--- config.mk ---
export PLATFORM = sky130hd
export DESIGN_NAME = uart_fifo_ctrl_flat
export DESIGN_NICKNAME = d
export VERILOG_FILES = /design/src/rtl/uart_fifo_ctrl_pkg.sv /design/src/rtl/uart_fifo_ctrl_if.sv /design/src/rtl/uart.sv /design/src/rtl/uart_fifo_ctrl_fifo.sv /design/src/rtl/uart_fifo_ctrl.sv /design/src/flat_wrapper.sv
export SDC_FILE = /design/constraint.sdc
export NUM_CORES = 1
export LEC_CHECK = 0
export CORE_MARGIN = 4
export CORE_UTILIZATION = 50
export DETAILED_ROUTE_END_ITERATION = 10
export PLACE_DENSITY = 0.66
export SYNTH_ARGS = -nofsm -noshare
export SYNTH_HDL_FRONTEND = slang
export SYNTH_SLANG_ARGS = --single-unit
--- constraint.sdc ---
create_clock -name clk -period 5.9 [get_ports clk]
set_input_delay 0.59 -clock clk [delete_from_list [all_inputs] [get_ports clk]]
set_output_delay 0.59 -clock clk [all_outputs]
set_load 0.005 [all_outputs]
--- src/rtl/uart_fifo_ctrl_pkg.sv ---
// Shared definitions for the buffered UART controller: register map,
// STATUS / IRQ_EN bit positions and the TX drain state encoding.
package uart_fifo_ctrl_pkg;

    localparam logic [7:0] A_TX_DATA   = 8'd0;
    localparam logic [7:0] A_STATUS    = 8'd1;
    localparam logic [7:0] A_RX_DATA   = 8'd2;
    localparam logic [7:0] A_IRQ_EN    = 8'd3;
    localparam logic [7:0] A_TX_LEVEL  = 8'd4;
    localparam logic [7:0] A_RX_LEVEL  = 8'd5;
    localparam logic [7:0] A_TX_CNT_HI = 8'd6;
    localparam logic [7:0] A_TX_CNT_LO = 8'd7;
    localparam logic [7:0] A_RX_CNT_HI = 8'd8;
    localparam logic [7:0] A_RX_CNT_LO = 8'd9;

    localparam int ST_TX_NOT_FULL  = 0;
    localparam int ST_RX_NOT_EMPTY = 1;
    localparam int ST_TX_EMPTY     = 2;
    localparam int ST_RX_FULL      = 3;
    localparam int ST_RX_OVR       = 4;
    localparam int ST_TX_OVF       = 5;
    localparam int ST_TX_IDLE      = 6;

    localparam int IE_RX_NOT_EMPTY = 0;
    localparam int IE_TX_EMPTY     = 1;
    localparam int IE_ERR          = 2;

    typedef enum logic [1:0] {
        TX_IDLE  = 2'd0,
        TX_LOAD  = 2'd1,
        TX_ACK   = 2'd2,
        TX_DRAIN = 2'd3
    } tx_state_t;

    // Assemble the STATUS register image from its individual conditions.
    function automatic logic [7:0] pack_status(
        input logic tx_not_full, input logic rx_not_empty, input logic tx_empty,
        input logic rx_full, input logic rx_ovr, input logic tx_ovf,
        input logic tx_idle);
        logic [7:0] s;
        s                  = '0;
        s[ST_TX_NOT_FULL]  = tx_not_full;
        s[ST_RX_NOT_EMPTY] = rx_not_empty;
        s[ST_TX_EMPTY]     = tx_empty;
        s[ST_RX_FULL]      = rx_full;
        s[ST_RX_OVR]       = rx_ovr;
        s[ST_TX_OVF]       = tx_ovf;
        s[ST_TX_IDLE]      = tx_idle;
        return s;
    endfunction

endpackage

--- src/rtl/uart_fifo_ctrl_if.sv ---
// Local IO bus seen by the UART controller: level request, one-cycle rdy.
interface uart_fifo_ctrl_if;
    logic [7:0] addr;
    logic       cs;
    logic       req;
    logic       rnw;
    logic [7:0] wr_data;
    logic [7:0] rd_data;
    logic       rdy;
    logic       irq;

    modport master (output addr, cs, req, rnw, wr_data, input rd_data, rdy, irq);
    modport slave  (input addr, cs, req, rnw, wr_data, output rd_data, rdy, irq);
endinterface

--- src/rtl/uart.sv ---
// Existing 8N1 UART core, 32x oversampling on clk32; tx_ready is high while
// the transmitter is idle, rx_enable pulses once per good received byte.
module uart (
    input  logic       clk32,
    input  logic       reset_,
    input  logic       rx,
    output logic       tx,
    input  logic [7:0] tx_data,
    input  logic       tx_enable,
    output logic       tx_ready,
    output logic [7:0] rxdata,
    output logic       rx_enable
);
    logic       tx_busy;
    logic [9:0] tx_shift;
    logic [4:0] tx_tick;
    logic [3:0] tx_bits;

    always_ff @(posedge clk32 or negedge reset_) begin
        if (!reset_) begin
            tx_busy  <= 1'b0;
            tx_shift <= '1;
            tx_tick  <= '0;
            tx_bits  <= '0;
        end else if (!tx_busy) begin
            if (tx_enable) begin
                tx_busy  <= 1'b1;
                tx_shift <= {1'b1, tx_data, 1'b0};
                tx_tick  <= 5'd31;
                tx_bits  <= 4'd9;
            end
        end else if (tx_tick != 5'd0) begin
            tx_tick <= tx_tick - 5'd1;
        end else begin
            tx_tick <= 5'd31;
            if (tx_bits == 4'd0) begin
                tx_busy <= 1'b0;
            end else begin
                tx_shift <= {1'b1, tx_shift[9:1]};
                tx_bits  <= tx_bits - 4'd1;
            end
        end
    end

    assign tx       = tx_busy ? tx_shift[0] : 1'b1;
    assign tx_ready = ~tx_busy;

    logic       rx_s1, rx_s2, rx_busy;
    logic [4:0] rx_tick;
    logic [3:0] rx_bits;
    logic [7:0] rx_shift;

    // rx_bits: 9 = start bit, 8..1 = data LSB first, 0 = stop bit
    always_ff @(posedge clk32 or negedge reset_) begin
        if (!reset_) begin
            rx_s1     <= 1'b1;
            rx_s2     <= 1'b1;
            rx_busy   <= 1'b0;
            rx_tick   <= '0;
            rx_bits   <= '0;
            rx_shift  <= '0;
            rxdata    <= '0;
            rx_enable <= 1'b0;
        end else begin
            rx_s1     <= rx;
            rx_s2     <= rx_s1;
            rx_enable <= 1'b0;
            if (!rx_busy) begin
                if (!rx_s2) begin
                    rx_busy <= 1'b1;
                    rx_tick <= 5'd15;
                    rx_bits <= 4'd9;
                end
            end else if (rx_tick != 5'd0) begin
                rx_tick <= rx_tick - 5'd1;
            end else begin
                rx_tick <= 5'd31;
                rx_bits <= rx_bits - 4'd1;
                if (rx_bits == 4'd9) begin
                    if (rx_s2) rx_busy <= 1'b0;
                end else if (rx_bits == 4'd0) begin
                    rx_busy <= 1'b0;
                    if (rx_s2) begin
                        rx_enable <= 1'b1;
                        rxdata    <= rx_shift;
                    end
                end else begin
                    rx_shift <= {rx_s2, rx_shift[7:1]};
                end
            end
        end
    end
endmodule

--- src/rtl/uart_fifo_ctrl_fifo.sv ---
// Show-ahead synchronous FIFO; a push while full is accepted only when a pop
// happens in the same cycle, so the occupancy stays unchanged.
module sync_fifo #(
    parameter int WIDTH = 8,
    parameter int DEPTH = 16,
    localparam int AW = $clog2(DEPTH),
    localparam int LW = AW + 1
) (
    input  logic             clk,
    input  logic             reset_,
    input  logic             push,
    input  logic             pop,
    input  logic [WIDTH-1:0] din,
    output logic [WIDTH-1:0] dout,
    output logic             full,
    output logic             empty,
    output logic [LW-1:0]    level
);
    logic [WIDTH-1:0] mem [DEPTH];
    logic [AW-1:0]    wr_ptr, rd_ptr;
    logic [LW-1:0]    count;
    logic             do_push, do_pop;

    assign full    = (count == LW'(DEPTH));
    assign empty   = (count == '0);
    assign level   = count;
    assign dout    = mem[rd_ptr];
    assign do_pop  = pop & ~empty;
    assign do_push = push & (~full | do_pop);

    always_ff @(posedge clk or negedge reset_) begin
        if (!reset_) begin
            wr_ptr <= '0;
            rd_ptr <= '0;
            count  <= '0;
        end else begin
            if (do_push) wr_ptr <= wr_ptr + AW'(1);
            if (do_pop)  rd_ptr <= rd_ptr + AW'(1);
            case ({do_push, do_pop})
                2'b10:   count <= count + LW'(1);
                2'b01:   count <= count - LW'(1);
                default: count <= count;
            endcase
        end
    end

    // Storage carries no reset; pointers alone define what is valid.
    always_ff @(posedge clk) begin
        if (do_push) mem[wr_ptr] <= din;
    end
endmodule

--- src/rtl/uart_fifo_ctrl.sv ---
// Buffered UART controller: TX/RX FIFOs around the uart core, register file,
// sticky error flags, byte counters and a maskable registered interrupt.
//
// TX drain FSM
//   state    | meaning
//   TX_IDLE  | waiting for a queued byte and an idle core; pops head on entry to LOAD
//   TX_LOAD  | tx_enable high for this single cycle, TX_CNT increments
//   TX_ACK   | waiting for the core to drop tx_ready
//   TX_DRAIN | frame on the wire, waiting for tx_ready to return
module uart_fifo_ctrl
    import uart_fifo_ctrl_pkg::*;
#(
    parameter int TX_DEPTH = 16,
    parameter int RX_DEPTH = 16
) (
    input  logic clk,
    input  logic reset_,
    output logic tx,
    input  logic rx,
    uart_fifo_ctrl_if.slave bus
);
    localparam int TX_LW = $clog2(TX_DEPTH) + 1;
    localparam int RX_LW = $clog2(RX_DEPTH) + 1;

    logic             req_q, acc, wr, rd;
    logic             tx_wr, st_wr, tx_ovf_set, rx_ovr_set;
    logic             tx_push, tx_pop, tx_full, tx_empty;
    logic             rx_push, rx_pop, rx_full, rx_empty;
    logic [7:0]       tx_dout, rx_dout;
    logic [TX_LW-1:0] tx_level;
    logic [RX_LW-1:0] rx_level;
    logic [7:0]       tx_data_q, rxdata;
    logic             tx_enable, tx_ready, rx_enable;
    logic             tx_ovf, rx_ovr, tx_idle;
    logic [2:0]       irq_en, irq_src;
    logic [15:0]      tx_cnt, rx_cnt;
    logic [7:0]       status, rd_mux;
    tx_state_t        state, state_n;

    // One access per rising edge of req, however long the master holds it.
    always_ff @(posedge clk or negedge reset_) begin
        if (!reset_) req_q <= 1'b0;
        else         req_q <= bus.req;
    end

    assign acc = bus.cs & bus.req & ~req_q;
    assign wr  = acc & ~bus.rnw;
    assign rd  = acc & bus.rnw;

    assign tx_wr      = wr & (bus.addr == A_TX_DATA);
    assign st_wr      = wr & (bus.addr == A_STATUS);
    assign tx_push    = tx_wr & (~tx_full | tx_pop);
    assign tx_ovf_set = tx_wr & tx_full & ~tx_pop;
    assign rx_pop     = rd & (bus.addr == A_RX_DATA) & ~rx_empty;
    assign rx_push    = rx_enable & (~rx_full | rx_pop);
    assign rx_ovr_set = rx_enable & rx_full & ~rx_pop;

    sync_fifo #(.WIDTH(8), .DEPTH(TX_DEPTH)) u_tx_fifo (
        .clk(clk), .reset_(reset_), .push(tx_push), .pop(tx_pop),
        .din(bus.wr_data), .dout(tx_dout), .full(tx_full), .empty(tx_empty),
        .level(tx_level)
    );

    sync_fifo #(.WIDTH(8), .DEPTH(RX_DEPTH)) u_rx_fifo (
        .clk(clk), .reset_(reset_), .push(rx_push), .pop(rx_pop),
        .din(rxdata), .dout(rx_dout), .full(rx_full), .empty(rx_empty),
        .level(rx_level)
    );

    uart u_uart (
        .clk32(clk), .reset_(reset_), .rx(rx), .tx(tx),
        .tx_data(tx_data_q), .tx_enable(tx_enable), .tx_ready(tx_ready),
        .rxdata(rxdata), .rx_enable(rx_enable)
    );

    always_ff @(posedge clk or negedge reset_) begin
        if (!reset_) state <= TX_IDLE;
        else         state <= state_n;
    end

    always_comb begin
        state_n   = state;
        tx_pop    = 1'b0;
        tx_enable = 1'b0;
        case (state)
            TX_IDLE: begin
                if (!tx_empty && tx_ready) begin
                    tx_pop  = 1'b1;
                    state_n = TX_LOAD;
                end
            end
            TX_LOAD: begin
                tx_enable = 1'b1;
                state_n   = TX_ACK;
            end
            TX_ACK:   if (!tx_ready) state_n = TX_DRAIN;
            TX_DRAIN: if (tx_ready)  state_n = TX_IDLE;
            default:  state_n = TX_IDLE;
        endcase
    end

    always_ff @(posedge clk or negedge reset_) begin
        if (!reset_)     tx_data_q <= '0;
        else if (tx_pop) tx_data_q <= tx_dout;
    end

    // A flag being set in the same cycle as its software clear stays set.
    always_ff @(posedge clk or negedge reset_) begin
        if (!reset_) begin
            tx_ovf <= 1'b0;
            rx_ovr <= 1'b0;
            irq_en <= '0;
            tx_cnt <= '0;
            rx_cnt <= '0;
        end else begin
            tx_ovf <= tx_ovf_set | (tx_ovf & ~(st_wr & bus.wr_data[ST_TX_OVF]));
            rx_ovr <= rx_ovr_set | (rx_ovr & ~(st_wr & bus.wr_data[ST_RX_OVR]));
            if (wr && (bus.addr == A_IRQ_EN)) irq_en <= bus.wr_data[2:0];
            if (state == TX_LOAD) tx_cnt <= tx_cnt + 16'd1;
            if (rx_enable)        rx_cnt <= rx_cnt + 16'd1;
        end
    end

    assign tx_idle = tx_empty & (state == TX_IDLE) & tx_ready;
    assign status  = pack_status(~tx_full, ~rx_empty, tx_empty, rx_full,
                                 rx_ovr, tx_ovf, tx_idle);

    always_comb begin
        rd_mux = '0;
        case (bus.addr)
            A_STATUS:    rd_mux = status;
            A_RX_DATA:   rd_mux = rx_empty ? 8'h00 : rx_dout;
            A_IRQ_EN:    rd_mux = {5'b0, irq_en};
            A_TX_LEVEL:  rd_mux = 8'(tx_level);
            A_RX_LEVEL:  rd_mux = 8'(rx_level);
            A_TX_CNT_HI: rd_mux = tx_cnt[15:8];
            A_TX_CNT_LO: rd_mux = tx_cnt[7:0];
            A_RX_CNT_HI: rd_mux = rx_cnt[15:8];
            A_RX_CNT_LO: rd_mux = rx_cnt[7:0];
            default:     rd_mux = '0;
        endcase
    end

    assign irq_src[IE_RX_NOT_EMPTY] = ~rx_empty;
    assign irq_src[IE_TX_EMPTY]     = tx_empty;
    assign irq_src[IE_ERR]          = rx_ovr | tx_ovf;

    always_ff @(posedge clk or negedge reset_) begin
        if (!reset_) begin
            bus.rdy     <= 1'b0;
            bus.rd_data <= '0;
            bus.irq     <= 1'b0;
        end else begin
            bus.rdy <= acc;
            if (rd) bus.rd_data <= rd_mux;
            bus.irq <= |(irq_en & irq_src);
        end
    end
endmodule

--- src/flat_wrapper.sv ---
// flat-port wrapper written by rule: the top's interface ports become plain ports
module uart_fifo_ctrl_flat import uart_fifo_ctrl_pkg::*;
#(
    parameter int TX_DEPTH = 16,
    parameter int RX_DEPTH = 16
)
  (clk, reset_, tx, rx, bus_addr, bus_cs, bus_req, bus_rnw, bus_wr_data, bus_rd_data, bus_rdy, bus_irq);
  uart_fifo_ctrl_if bus_i ();
  input  logic clk;
  input  logic reset_;
  output logic tx;
  input  logic rx;
  input wire logic [$bits(bus_i.addr)-1:0] bus_addr;
  input wire logic [$bits(bus_i.cs)-1:0] bus_cs;
  input wire logic [$bits(bus_i.req)-1:0] bus_req;
  input wire logic [$bits(bus_i.rnw)-1:0] bus_rnw;
  input wire logic [$bits(bus_i.wr_data)-1:0] bus_wr_data;
  output wire logic [$bits(bus_i.rd_data)-1:0] bus_rd_data;
  output wire logic [$bits(bus_i.rdy)-1:0] bus_rdy;
  output wire logic [$bits(bus_i.irq)-1:0] bus_irq;
  assign bus_i.addr = bus_addr;
  assign bus_i.cs = bus_cs;
  assign bus_i.req = bus_req;
  assign bus_i.rnw = bus_rnw;
  assign bus_i.wr_data = bus_wr_data;
  assign bus_rd_data = bus_i.rd_data;
  assign bus_rdy = bus_i.rdy;
  assign bus_irq = bus_i.irq;
  uart_fifo_ctrl #(.TX_DEPTH(TX_DEPTH), .RX_DEPTH(RX_DEPTH)) u_core (.clk(clk), .reset_(reset_), .tx(tx), .rx(rx), .bus(bus_i));
endmodule
==> results of run 1 <==
synthesized netlist by cell type (26+ instances only):
library cell and n:
a21oi_1 27, nor2_1 57, ha_1 30, xnor2_1 30, dfrtp_1 121, edfxtp_1 256, xor2_1 26, nand3_1 27
mux2i_1 33, inv_1 26, clkbuf_1 35, nand2_1 69, mux4_2 67
power groups by stage:
stage                     logic (W)  clock network, W  registers, W
after floorplan            0.000561                 0       0.00322
after global placement     0.000683                 0       0.00328
after detailed placement   0.000702                 0       0.00329
after CTS                  0.000705           0.00249       0.00323
after global routing       0.000789           0.00261       0.00326
final                      0.000693           0.00243       0.00323
cell type report:
class	instances	area, sq um
multi-input cells	605	5280
clock inverters	24	184
clock buffers	49	1100
repair buffers	53	479
flip-flops and latches	388	11000
fillers	2521	13900
inverters	26	97.6
well taps	442	553
worst reg2reg max path: stages, from the launching register on:
cell,delay (ns)
dfrtp_1,0.48
nor4_1,0.55
nand2b_1,0.21
nand3_1,0.44
inv_1,0.47
ha_1,0.46
xor2_1,0.18
ha_1,0.21
a21boi_0,0.25
o221ai_1,0.19
a21o_1,0.21
a21oi_1,0.16
xor2_1,0.15
how the worst min path moves through the flow:
stage | to | slack, ns | from
4_1_cts | u_core.rx_cnt[15] | 0.15 | reset_
3_5_place_dp | u_core.u_uart.rx_s2 | 0.35 | u_core.u_uart.rx_s1
3_3_place_gp | u_core.u_uart.rx_s2 | 0.35 | u_core.u_uart.rx_s1
5_1_grt | u_core.rx_cnt[12] | 0.19 | reset_
6_report | u_core.rx_cnt[15] | 0.12 | reset_
2_1_floorplan | u_core.bus.irq | 0.29 | reset_
cell families after synthesis:
group	share of synthesized area (%)
DFF	66.2
and+or+nand+nor	8.69
muxes	12.8
AOI/OAI and AO/OA	4.87
buffers and inverters	2.09
xor gates and xnor gates	2.95
adders and majority gates	2.38
flip-flops by register name (all words and copies together), names as in the netlist, 2 cells and up:
name / count
u_core.bus.rd_data: 8
u_core.irq_en: 3
u_core.rx_cnt: 16
u_core.state: 2
u_core.tx_cnt: 16
u_core.tx_data_q: 8
u_core.u_rx_fifo.level: 5
u_core.u_rx_fifo.mem: 128
u_core.u_rx_fifo.rd_ptr: 4
u_core.u_rx_fifo.wr_ptr: 4
u_core.u_tx_fifo.level: 5
u_core.u_tx_fifo.mem: 128
u_core.u_tx_fifo.rd_ptr: 4
u_core.u_tx_fifo.wr_ptr: 4
u_core.u_uart.rx_bits: 4
u_core.u_uart.rx_shift: 8
u_core.u_uart.rx_tick: 5
u_core.u_uart.rxdata: 8
u_core.u_uart.tx_bits: 4
u_core.u_uart.tx_shift: 9
u_core.u_uart.tx_tick: 5
per-layer routing:
layer  global-route usage (%)  wire, microns  vias to the layer above
met3                     3.08           1460                       53
met2                     30.4          15800                      187
met4                     5.22            783                        0
met5                        0              0                        -
li1                         -              -                     4207
met1                     26.0          14200                     4571
metrics by stage:
stage          util, %  worst slack (ns)  power [W]  instance area [sq um]  instances
5_1_grt           57.3              1.39    0.00666                  18700       1587
3_3_place_gp      53.4              1.40    0.00397                  17400       1514
2_1_floorplan        -              2.73    0.00378                  16600       1078
6_report          57.3              1.72    0.00635                  18700       1587
3_5_place_dp      53.4              1.33    0.00399                  17400       1514
4_1_cts           57.3              1.79    0.00643                  18700       1587
==> metrics.cfg, run 1 <==
[yosys]
yosysTopAreaCellShare_pct = 46.3
yosys.area.top_type = edfxtp_1
ys_seq_area_share_pct = 66.2
synth_area_leaders = edfxtp_1 (46%), dfrtp_1 (18%), mux4_2 (9.1%)
netlist_instances = 1078
async_flop_share_pct = 34.0
yosys_register_bits = 388
syn_area_sq_mm = 0.0166
synth.net_count = 1131
syn_avg_cell_area_sq_um = 15.4
synth_ff_type = edfxtp_1
ys_types = 65
yosysWarningCount = 0
synth_edf_count = 256

[grt]
antenna_found_initial = 0
grt_max_degree = 88
grt_pass1_vias = 9398
track_usage_pct = 18.5
grt_overflow = 0
grt_pass1_wl_mm = 52.6

[critical_path]
crit_buf_inv = 2
worstPathArrival_ns = 4.64
reg2reg_from = u_core.u_tx_fifo.level[1]
required_ns = 6.36
crit_start = bus_req
crit_chain = clkdlybuf4s50_1, nor4bb_1, nand4_1, nor2b_1, inv_1, ha_1, xor2_1, ha_1, a21boi_0, o221ai_1, a21o_1, a21oi_1, xor2_1
path_max_fanout = 10
criticalPathCategory = in -> reg
rr_endpoint = u_core.u_tx_fifo.level[4]
endpoint = u_core.u_tx_fifo.level[4]
critical_path.top_delay_family = simple AND/OR/NAND/NOR gates
path_depth = 13
r2r_cells = 12
start_kind = input pin
cpMaxStageDelayCell = nor4bb_1
cp-end-kind = register
slowest_delay_ns = 0.86
rrSetupSlack_ns = 1.88

[clock_network]
cts-htree-levels = 2
cts_hold_buffers = 0
clockBufferDepth = 3
insertion_delay_ns = 0.54
cts.clk_slew.worst_paths_ns = 0.06
cts_tree = yes
cts_sinks = 388
cts_root_buffer = clkbuf_16
cts_buffers = 40
cts.repair.resized = 0
cts_setup_buffers = 0

[status]
outcome = complete, no violations

[layout]
drive_above_1_share_pct = 17.6
antenna_cells = 0
final_cell_mix = edfxtp_1 (256), dfrtp_1 (118), nand2_1 (69), mux4_2 (67), nor2_1 (57)
layout_commonest_cell = edfxtp_1
area_growth_pct = 12.6
nets = 1167

[power_and_ir_drop]
p_int_w = 0.00484
switching_power_w = 0.00151
pwr-share-seq_pct = 50.9
power_frac_clock_pct = 38.2
leakagePower_nw = 6.74
ir_drop_v = 0.000251
swShare_pct = 23.8
power_frac_comb_pct = 10.9
power_density_mw_per_mm2 = 340

[routing]
wl_per_cell_microns = 20.3
vias = 9018
drc = 0
routed_wl_mm = 32.2
first_iter_violations = 606
firstDrtPassIters = 5
via_per_inst = 5.68
postRouteAntennaNets = 0

[sta]
relSlewSlack_pct = 25.0
fin_setup_tns_ns = 0
drv_slew = 0
setup_viol = 0
fin_crit_sh_pct = 70.8
max_freq_mhz = 239
min_period_ns = 4.18
worst_slew_pin_slew_ns = 1.12
whs_ns = 0.121
hold_violations = 0
clock_skew_ns = 0.0196
rsz0062_at_grt = false

[placement]
port_buffers = 32
dp_hpwl_mm = 20.5
gp_congestion = 0.865

[die]
start_util_pct = 50.9
core_sq_mm = 0.0326
fp.dieW_microns = 190
dieArea_sq_mm = 0.0362
io_pins = 33
die_y_microns = 190
rows = 66

[job]
drv_cap = 0

[hold_path]
hold_class = in -> async

Power figures use the tool's default switching activity.
==> inputs of run 2 (changes only) <==
- PLACE_DENSITY: 0.66 -> 0.69
- clock period: 5.9 -> 3.72 ns (I/O delays scaled with it)
==> run 2 against run 1 <==
Effect of this change: wire length increased by 2.5%; critical path depth is 1 lower; count of clock-buffer cells in the layout rose by 6; sequential cell count did not move; hold slack gained 0.13 ns; global-route usage is 0.15 points higher; clock skew is 0.017 ns higher; sequential share of layout area fell by 1.1 points; utilization grew 1.1 points; critical endpoint is now u_core.u_rx_fifo.level[4].
==> metrics.cfg, run 2 (synthesis results as in run 1) <==
[sta]
setup_viol = 0
hold_violations = 0
min_period_ns = 3.10
fin_crit_sh_pct = 83.4
worst_slew_pin_slew_ns = 0.835
drv_slew = 0
clock_skew_ns = 0.0362
fin_ws_ns = 0.617
fin_setup_tns_ns = 0
max_freq_mhz = 322
rsz0062_at_grt = false
relSlewSlack_pct = 44.3

[routing]
first_iter_violations = 625
vias = 9248
routed_wl_mm = 33.0
drc = 0
postRouteAntennaNets = 0
wl_per_cell_microns = 20.4
via_per_inst = 5.70
firstDrtPassIters = 5

[clock_network]
cts_root_buffer = clkbuf_16
cts_setup_buffers = 0
cts_tree = yes
cts.clk_slew.worst_paths_ns = 0.06
clockBufferDepth = 3
cts_buffers = 42
cts_sinks = 388
cts-htree-levels = 2
insertion_delay_ns = 0.56

[die]
core_sq_mm = 0.0326
die_y_microns = 190
rows = 66
start_util_pct = 50.9
dieArea_sq_mm = 0.0362
fp.dieW_microns = 190
io_pins = 33

[critical_path]
cp-end-kind = register
criticalPathCategory = reg -> reg
path_max_fanout = 6
crit_path_frequent_cell = inv_1
start_kind = register
slowest_delay_ns = 0.45
worstPathArrival_ns = 3.57
cpMaxStageDelayCell = dfrtp_1
crit_chain = nor4_1, nand2_1, o21a_1, inv_1, ha_1, inv_1, fa_1, nor2b_1, o21ai_0, and3_1, nor3_1, xor2_1
required_ns = 4.18
r2r_cells = 12

[layout]
final_cell_mix = edfxtp_1 (256), dfrtp_1 (119), nand2_1 (69), mux4_2 (67), nor2_1 (57)
top_regs = u_core.u_rx_fifo.mem: 128 flops, u_core.u_tx_fifo.mem: 128 flops
antenna_cells = 0
final_cell_area_sq_mm = 0.0191
area_growth_pct = 14.8
nets = 1200
postLayoutCoreUtil_pct = 58.4
drive_above_1_share_pct = 19.1
layout_commonest_cell = edfxtp_1

[grt]
grt_overflow = 0
grt_pass1_vias = 9559
grt_max_degree = 89
antenna_found_initial = 0
track_usage_pct = 18.7
grt_pass1_wl_mm = 53.3

[placement]
dp_hpwl_mm = 21.4
gp_congestion = 0.849
place_ws_ns = 0.323
postPlaceCellArea_sq_mm = 0.0176
port_buffers = 32

[hold_path]
hold_class = in -> reg
hold_depth = 1

[status]
outcome = complete, no violations

[job]
drv_cap = 0

[power_and_ir_drop]
power_density_mw_per_mm2 = 545
leakagePower_nw = 6.88
ir_drop_v = 0.000398

-- run 2: cell type report --
cell class              instances  area, sq um
clock buffers                  55         1120
clock inverters                23          287
fillers                      2490        13600
inverters                      26         97.6
multi-input cells             605         5270
flip-flops and latches        388        11000
well taps                     442          553
repair buffers                 84          727
-- run 2: repair_timing --
item | CTS | global route
endpoints found under the setup margin | 0 | 0
resized for setup | 0 | 0
hold buffers | 1 | 0
endpoints found under the hold margin | 78 | 0
-- run 2: worst max-delay path: cells and delay by family (launching register included) --
family          cells  cell delay, ns
simple gates        5            1.03
fa+ha+maj           2            0.69
flops               1            0.45
compound gates      2            0.33
buf+inv             2            0.33
xor+xnor            1            0.17
-- run 2: per-stage QoR --
stage,total power [W],hold WS (ns),std cells
finish,0.0104,0.251,1623
global route,0.0108,0.248,1623
CTS,0.0105,0.229,1623
detailed placement,0.00633,0.347,1544
global placement,0.00629,0.346,1544
floorplan,0.00600,0.0764,1078
-- run 2: worst paths after layout --
check	endpoint	from	slack, ns
max	u_core.u_rx_fifo.level[4]	u_core.u_rx_fifo.level[1]	0.62
min	u_core.u_uart.rx_s1	rx	0.25
max reg2reg	u_core.u_rx_fifo.level[4]	u_core.u_rx_fifo.level[1]	0.62
min reg2reg	u_core.u_uart.rx_s2	u_core.u_uart.rx_s1	0.35
max in group asynchronous	u_core.u_uart.rx_s1	reset_	2.43
min in group asynchronous	u_core.rx_cnt[15]	reset_	0.46
-- run 2: power breakdown --
part           leakage, nW  switching, W  internal, W
registers             3.98      0.000289      0.00487
logic                 2.22      0.000506     0.000576
clock network        0.680       0.00170      0.00244
-- run 2: layer usage --
metal | global-route usage [%] | wire length, microns | vias up
met5 | 0 | 0 | -
met4 | 4.17 | 561 | 0
met3 | 2.97 | 1580 | 49
met2 | 30.4 | 16400 | 209
met1 | 27.0 | 14500 | 4715
li1 | - | - | 4275
==> inputs of run 3 (changes only) <==
- clock period: 3.72 -> 2.8 ns (I/O delays scaled with it)
==> run 3 against run 2 <==
Effect of this change: sequential share of layout area down 1.3 points; global-route usage up 0.22 points; clock power up 37%; critical endpoint unchanged; wire length up 1.6%; final area up 2.4%; highest routed layer unchanged; setup slack worse by 0.49 ns; register-to-register slack worse by 0.49 ns; count of clock-buffer cells in the layout down 4; combinational power up 46%; critical path type unchanged; hold slack worse by 0.094 ns; critical path depth unchanged.
==> metrics.cfg, run 3 (synthesis results as in run 1) <==
[die]
fp.dieW_microns = 190
core_sq_mm = 0.0326
die_y_microns = 190
io_pins = 33
dieArea_sq_mm = 0.0362
rows = 66
start_util_pct = 50.9

[placement]
placed_cells = 1576
gp_congestion = 0.826
dp_hpwl_mm = 21.8
port_buffers = 32

[routing]
routed_wl_mm = 33.6
wl_per_cell_microns = 20.3
vias = 9486
postRouteAntennaNets = 0
firstDrtPassIters = 5
via_per_inst = 5.74
drc = 0
first_iter_violations = 661

[critical_path]
r2r_cells = 12
start_kind = register
reg2reg_from = u_core.req_q
rr_endpoint = u_core.u_rx_fifo.level[4]
worstPathArrival_ns = 3.13
rrSetupSlack_ns = 0.13
criticalPathCategory = reg -> reg
path_max_fanout = 3
cp-end-kind = register
required_ns = 3.27

[sta]
max_freq_mhz = 375
hold_violations = 0
setup_viol = 0
whs_ns = 0.157
clock_skew_ns = 0.0251
drv_slew = 0
min_period_ns = 2.67
relSlewSlack_pct = 50.2
fin_crit_sh_pct = 95.3
worst_slew_pin_slew_ns = 0.728

[layout]
top_regs = u_core.u_rx_fifo.mem: 128 flops, u_core.u_tx_fifo.mem: 128 flops
final_cell_mix = edfxtp_1 (256), dfrtp_1 (119), buf_4 (78), nand2_1 (69), mux4_2 (67)
area_growth_pct = 17.5
antenna_cells = 0
fin_cells = 1652
nets = 1231
layout_commonest_cell = edfxtp_1
drive_above_1_share_pct = 22.9

[power_and_ir_drop]
p_int_w = 0.0107
power_frac_comb_pct = 11.2
pwr-share-seq_pct = 48.4
switching_power_w = 0.00333
power_density_mw_per_mm2 = 721
power_frac_clock_pct = 40.3
ir_drop_v = 0.000441
leakagePower_nw = 7.10
swShare_pct = 23.6

[clock_network]
cts-htree-levels = 2
cts.clk_slew.worst_paths_ns = 0.06
cts_buffers = 40
cts_tree = yes
insertion_delay_ns = 0.55
clockBufferDepth = 3
cts_sinks = 388
cts_root_buffer = clkbuf_16

[grt]
track_usage_pct = 18.9
grt_pass1_vias = 9509
grt_pass1_wl_mm = 53.8
grt_overflow = 0
grt_max_degree = 61
antenna_found_initial = 0

[hold_path]
hold_class = in -> reg
whs_endpoint = u_core.u_uart.rx_s1
hold_depth = 1
min_from = rx

[job]
drv_cap = 0

[status]
outcome = complete, no violations

[run 3: how the worst max path moves through the flow]
stage | from | end | slack [ns]
after CTS | u_core.state[1] | u_core.u_tx_fifo.level[4] | 0.02
after detailed placement | bus_req | u_core.u_tx_fifo.level[4] | -0.38
after global routing | u_core.req_q | u_core.u_tx_fifo.level[4] | -0.02
after floorplan | bus_addr[7] | u_core.u_tx_fifo.level[4] | 0.004
final | u_core.req_q | u_core.u_rx_fifo.level[4] | 0.13
after global placement | bus_req | u_core.u_tx_fifo.level[4] | -0.26
[run 3: final cells by class]
type / instances / area, sq um
clock buffer: 51 / 1090
clock inverter: 23 / 355
fill: 2353 / 13100
inverter: 26 / 97.6
multi-input combinational: 605 / 5380
sequential: 388 / 11000
tap: 442 / 553
timing repair buffer: 117 / 1040
[run 3: power by group through the flow]
stage	clock [W]	combinational, W	sequential [W]
after global placement	0	0.00151	0.00692
after global routing	0.00606	0.00176	0.00687
after detailed placement	0	0.00156	0.00693
final	0.00568	0.00158	0.00682
after floorplan	0	0.00120	0.00679
after CTS	0.00578	0.00157	0.00682
[run 3: layer usage]
metal  GRT usage, %  part of all wire [%]
met3           3.20                   5.6
met4           5.58                   2.6
met1           27.4                    44
met2           29.9                    48
met5              0                     0
[run 3: stage by stage]
| stage | util [%] | total power, W | setup slack [ns] | cell area, sq um | setup TNS, ns |
|---|---|---|---|---|---|
| finish | 59.8 | 0.0141 | 0.132 | 19500 | 0 |
| global placement | 55.1 | 0.00843 | -0.258 | 18000 | -0.575 |
| detailed placement | 55.1 | 0.00848 | -0.379 | 18000 | -0.944 |
| CTS | 59.6 | 0.0142 | 0.0183 | 19400 | 0 |
| global route | 59.8 | 0.0147 | -0.0160 | 19500 | -0.0160 |
| floorplan | - | 0.00799 | 0.00413 | 16700 | 0 |
[run 3: worst max-delay path, cell delays in order, from the launching register on]
cell      delay, ns
dfrtp_1        0.42
nand4b_1       0.31
and4b_1        0.34
o21a_1         0.14
inv_1          0.06
ha_1           0.20
buf_4          0.16
ha_4           0.26
nor2b_1        0.12
o21ai_1        0.08
and3_1         0.19
nor3_2         0.16
xor2_1         0.15
[run 3: repair_timing]
| action | in CTS | in global routing |
|---|---|---|
| resized for setup | 3 | 15 |
| pin swaps | 0 | 5 |
| endpoints found under the setup margin | 1 | 3 |
| hold buffers | 1 | 0 |
| buffers inserted | 0 | 1 |
| endpoints found under the hold margin | 35 | 0 |
